--- config.mk ---
export PLATFORM = sky130hd
export DESIGN_NAME = fp_div_128
export DESIGN_NICKNAME = d
export VERILOG_FILES = /design/src/rtl/fp_scale_pkg.sv /design/src/rtl/fp_div_128.sv /design/src/rtl/fp_rshift_rne.sv /design/src/rtl/fp_scale_pow2.sv
export SDC_FILE = /design/constraint.sdc
export NUM_CORES = 1
export LEC_CHECK = 0
export ABC_CLOCK_PERIOD_IN_PS = 1700
export BUFFER_PORTS_ARGS = -buffer_cell sky130_fd_sc_hd__buf_2
export CAP_MARGIN = 20
export CORE_UTILIZATION = 35
export DETAILED_ROUTE_END_ITERATION = 8
export SLEW_MARGIN = 20
export SYNTH_ARGS = -nofsm -noshare
export SYNTH_HDL_FRONTEND = slang
export SYNTH_SLANG_ARGS = --single-unit
--- constraint.sdc ---
create_clock -name clk -period 1.7 [get_ports clk]
set_input_delay 0.17 -clock clk [delete_from_list [all_inputs] [get_ports clk]]
set_output_delay 0.17 -clock clk [all_outputs]
set_load 0.02 [all_outputs]
--- src/rtl/fp_scale_pkg.sv ---
// Shared binary32 field layout, constants and helpers for the power-of-two scaler.
// Build option FP_SCALE_SUBNORM_EN selects gradual underflow instead of flush-to-zero.
package fp_scale_pkg;

  localparam int unsigned FP_W     = 32;
  localparam int unsigned EXP_W    = 8;
  localparam int unsigned MAN_W    = 23;
  localparam int unsigned EXP_BIAS = 127;
  localparam logic [EXP_W-1:0] EXP_MAX = 8'hFF;

  typedef struct packed {
    logic             sign;
    logic [EXP_W-1:0] exp;
    logic [MAN_W-1:0] man;
  } fp32_t;

  function automatic logic is_inf_nan(input fp32_t x);
    return x.exp == EXP_MAX;
  endfunction

endpackage

--- src/rtl/fp_div_128.sv ---
// Binary32 divide-by-128: fp_scale_pow2 with SHIFT=7.
module fp_div_128
  import fp_scale_pkg::*;
(
  input  logic            clk,
  input  logic            reset_n,
  input  logic            clk_en,
  input  logic            start,
  input  logic [FP_W-1:0] dataa,
  output logic [FP_W-1:0] result,
  output logic            done
);

  fp_scale_pow2 #(.SHIFT(7)) u_scale (
    .clk     (clk),
    .reset_n (reset_n),
    .clk_en  (clk_en),
    .start   (start),
    .dataa   (dataa),
    .result  (result),
    .done    (done)
  );

endmodule

--- src/rtl/fp_rshift_rne.sv ---
// Right-shifts a 24-bit significand and rounds the kept bits to nearest-even
// using the first dropped bit as guard and the OR of the rest as sticky.
module fp_rshift_rne
  import fp_scale_pkg::*;
(
  input  logic [MAN_W:0] sig,
  input  logic [4:0]     amt,
  output logic [MAN_W:0] rounded
);

  logic [2*MAN_W+1:0] ext;
  logic [MAN_W:0]     kept;
  logic               guard;
  logic               sticky;

  always_comb begin
    ext    = {sig, {(MAN_W+1){1'b0}}} >> amt;
    kept   = ext[2*MAN_W+1:MAN_W+1];
    guard  = ext[MAN_W];
    sticky = |ext[MAN_W-1:0];
    // Shifts of 25+ leave only sticky bits below the guard, so no round-up is possible.
    if (amt >= 5'd25) begin
      rounded = '0;
    end else begin
      rounded = kept + {{MAN_W{1'b0}}, guard & (sticky | kept[0])};
    end
  end

endmodule

--- src/rtl/fp_scale_pow2.sv ---
// Registered binary32 multiply by 2^-SHIFT (1-cycle latency, clk_en gated).
// Build option FP_SCALE_SUBNORM_EN enables gradual underflow; otherwise tiny results flush to signed zero.
module fp_scale_pow2
  import fp_scale_pkg::*;
#(
  parameter int unsigned SHIFT = 7
) (
  input  logic            clk,
  input  logic            reset_n,
  input  logic            clk_en,
  input  logic            start,
  input  logic [FP_W-1:0] dataa,
  output logic [FP_W-1:0] result,
  output logic            done
);

  localparam logic [EXP_W-1:0] SHIFT_E = EXP_W'(SHIFT);

  fp32_t op;
  fp32_t scaled;

  assign op = fp32_t'(dataa);

`ifdef FP_SCALE_SUBNORM_EN
  localparam logic [4:0] SHIFT_A = 5'(SHIFT);

  logic [MAN_W:0] sub_sig;
  logic [MAN_W:0] sub_rnd;
  logic [4:0]     sub_amt;

  always_comb begin
    if (op.exp == '0) begin
      sub_sig = {1'b0, op.man};
      sub_amt = SHIFT_A;
    end else begin
      sub_sig = {1'b1, op.man};
      sub_amt = SHIFT_A - op.exp[4:0] + 5'd1;
    end
  end

  fp_rshift_rne u_rshift (
    .sig     (sub_sig),
    .amt     (sub_amt),
    .rounded (sub_rnd)
  );
`endif

  always_comb begin
    scaled = op;
    if (!is_inf_nan(op)) begin
      if (op.exp > SHIFT_E) begin
        scaled.exp = op.exp - SHIFT_E;
      end else begin
`ifdef FP_SCALE_SUBNORM_EN
        // A rounding carry into bit 23 lands in exp[0], giving the smallest normal.
        scaled = {op.sign, {(EXP_W-1){1'b0}}, sub_rnd};
`else
        scaled = {op.sign, {(FP_W-1){1'b0}}};
`endif
      end
    end
  end

  always_ff @(posedge clk or negedge reset_n) begin
    if (!reset_n) begin
      result <= '0;
      done   <= 1'b0;
    end else if (clk_en) begin
      result <= scaled;
      done   <= start;
    end
  end

endmodule

==> metrics.md <==
| Metric | Value |
|---|---|
| Core area | `between 0.004 and 0.005 mm2` |
| CP Data Required Time | `approximately 1.9 ns` |
| Initial antenna violation count | `0` |
| Clock skew | `0 ns` |
| CP startpoint | `dataa[29]` |
| CP Capture Type | `flop` |
| Static Leakage | `about 1.1 nW` |
| TritonCTS clock tree | `done` |
| Worst reg2reg setup slack | `roughly 0.96 ns` |
| Fin. Hold Viols | `0` |
| Clock slew at reported path FFs | `~0.07 ns` |
| Reg-to-Reg Start | `u_scale.result[31]` |
| Synth Register Bits | `33` |
| Setup CP Type | `in -> reg` |
| FMAX | `around 0.9 GHz` |
| Site row count | `23` |
| Vias in the first global route | `between 1000 and 1500` |
| Routed len/inst | `roughly 12 um` |
| Critical path peak fanout | `23` |
| Slew margin rel. | `between 50% and 60%` |
| Worst path bufs/invs | `2` |
| Clock sinks | `33` |
| Synth warnings | `0` |
| Critical path arrival | `between 1 and 1.5 ns` |
| Most common cell after layout, fill and taps aside | `buf_2` |
| ANT cells | `0` |
| Final GP Congestion | `0.837` |
| Post-Synthesis Cells | `between 150 and 200` |
| R2r endpoint | `u_scale.result[31]` |
| Later-pin clock latency in the skew report | `about 0.28 ns` |
| DR vias/cell | `approximately 4.6` |
| Crit share post-route | `66.6%` |
| Outcome | `finished clean` |
| # H-tree levels | `2` |
| Area growth syn-to-layout | `32.0%` |
| Worst Hold Class | `in -> reg` |
| Die Ht | `68.4 um` |
| First-pass GRT wire length | `5.15 mm` |
| Seq/Total Area, Yosys | `53.4%` |
| Min Tclk post-route | `~1.1 ns` |
| Die width | `between 60 and 70 um` |
| CTS Buf Count | `5` |
| Initial DRC Count | `54` |
| Syn Nets | `between 150 and 200` |
| Top post-synthesis cells by area | `dfrtp_1 53%, o22ai_2 8.1%, inv_1 7.0%` |
| CP top delay family | `simple AND/OR/NAND/NOR gates` |
| Pwr dens | `a little over 900 mW/mm2` |
| VDD IR max | `about 0.42 mV` |
| Worst-path cell chain | `buf_2 -> or4_4 -> nor2_8 -> buf_12 -> o22ai_1` |
| Drt total wl | `3.16 mm` |
| Slowest stage delay, CP | `0.59 ns` |
| Setup TNS | `0 ns` |
| Hold Slack | `0.114 ns` |
| Vias | `around 1200` |
| I/O pin count | `69` |
| ANT nets after route | `0` |
| Synth top area share | `~53%` |
| Slew @ Worst Pin | `just over 0.7 ns` |
| Root Buffer | `clkbuf_8` |
| Slowest cell on the critical path | `or4_4` |
| Layout fillers | `420` |
| Max-slew violations | `0` |
| R2R depth | `1` |
| Total track usage | `around 15%` |
| Grt ovf | `0` |
| DRC errors left | `0` |
| Layout cells sized above 1 | `a little over two fifths` |
| Post-DP HPWL | `approximately 2.2 mm` |
| Final setup vio count | `0` |
| Synth Cell Area | `around 0.0015 mm2` |
| Clock tree buffer depth | `2` |
| Final #Nets | `between 200 and 300` |
| Largest net degree at the start of global routing | `38` |
| Most frequent cells in the layout | `68 x buf_2, 33 x dfrtp_1, 29 x inv_1, 23 x nand2_1, 17 x o22ai_1` |
| Max-capacitance violation count | `0` |
| Synth area leader | `dfrtp_1` |
| Startpoint Class | `input pin` |
| RSZ-0062 raised after global routing | `no` |
| WP depth | `5` |
| Netlist cell types | `30` |
| IO Port Bufs | `68` |
| Worst Setup EP | `u_scale.result[13]` |
| Avg Cell Area, Syn | `about 10 um2` |
| Starting Density | `a little under two fifths` |
| Full die area | `0.00468 mm2` |
| DRT Pass-1 Iters | `2` |
cell type report:
cell class,instances,area [um2],area share (%)
Inverter,29,109,5.34
Clock buffer,5,68.8,3.37
Clock inverter,3,17.5,0.859
Sequential cell,33,826,40.5
Timing Repair Buffer,72,398,19.5
Tap cell,50,62.6,3.07
Multi-Input combinational cell,81,558,27.4
flip-flops by register name (all words and copies together), names as in the netlist:
register	flops
u_scale.result	32
u_scale.done	1
stage by stage:
step	setup WS (ns)	total power (W)	instances	util, %	cell area [um2]
after global placement	0.273	0.00133	264	47.2	1940
after CTS	0.569	0.00191	273	49.6	2040
final	0.568	0.00188	273	49.6	2040
after detailed placement	0.271	0.00133	264	47.2	1940
after global routing	0.484	0.00200	273	49.6	2040
after floorplan	0.461	0.00116	152	-	1550
cell families (layout without fill, tap and decap cells):
logic type,after synthesis,after routing,share of synthesized area [%]
adder cells (fa/ha/maj),1,1,0.810
flip-flops,33,33,53.4
multiplexers,4,4,2.75
XOR/XNOR,4,4,2.27
AND/OR/NAND/NOR,36,36,11.6
AO/OA/AOI/OAI,36,36,18.7
buffers and inverters,38,109,10.4
cells in the mapped netlist:
cell type and count:
o221ai_1 1, o22ai_1 17, nor3_1 2, dfrtp_1 33
mux2_2 2, nor2_2 1, o211ai_1 1, nor4_1 1
nand2_1 23, inv_1 29, nor2_8 1, xor2_1 2
nand4_1 1, buf_8 1, nor2b_1 1, xnor2_1 2
o22ai_2 10, o21ai_0 2, nor3b_1 1, ha_1 1
mux2i_1 2, buf_6 1, and3_1 1, nand3_1 1
a21oi_1 3, a211oi_1 1, or4_4 1, nor2_1 2
clkbuf_1 7, o21ai_2 1
what timing repair did:
| item | in CTS | in global routing |
|---|---|---|
| hold buffers | 1 | 0 |
| buffers inserted | 0 | 0 |
| gates resized for setup | 0 | 0 |
| endpoints found under the hold margin | 33 | 0 |
how the worst min path moves through the flow:
| stage | startpoint | endpoint | slack [ns] | cells after the start |
|---|---|---|---|---|
| global placement | reset_n | u_scale.result[11] | 0.28 | 1 |
| detailed placement | reset_n | u_scale.result[11] | 0.27 | 1 |
| floorplan | reset_n | u_scale.done | -0.13 | 0 |
| finish | dataa[31] | u_scale.result[31] | 0.11 | 2 |
| CTS | dataa[31] | u_scale.result[31] | 0.10 | 2 |
| global route | dataa[20] | u_scale.result[20] | 0.11 | 3 |
where the power goes:
part | internal [W] | leakage, nW | switching (W) | total (W)
Clock | 0.000282 | 0.0439 | 0.000282 | 0.000564
Sequential | 0.000863 | 0.399 | 0.0000380 | 0.000901
Combinational | 0.000161 | 0.628 | 0.000252 | 0.000413
layer usage:
layer | share of wire, % | GRT usage [%] | vias to the layer above
met5 | 0 | 0 | -
met4 | 0.79 | 6.25 | 0
met3 | 8.9 | 6.83 | 2
met2 | 44 | 22.7 | 46
met1 | 46 | 18.9 | 553
li1 | - | - | 646
Note: power is estimated with default switching activity, not from simulation.
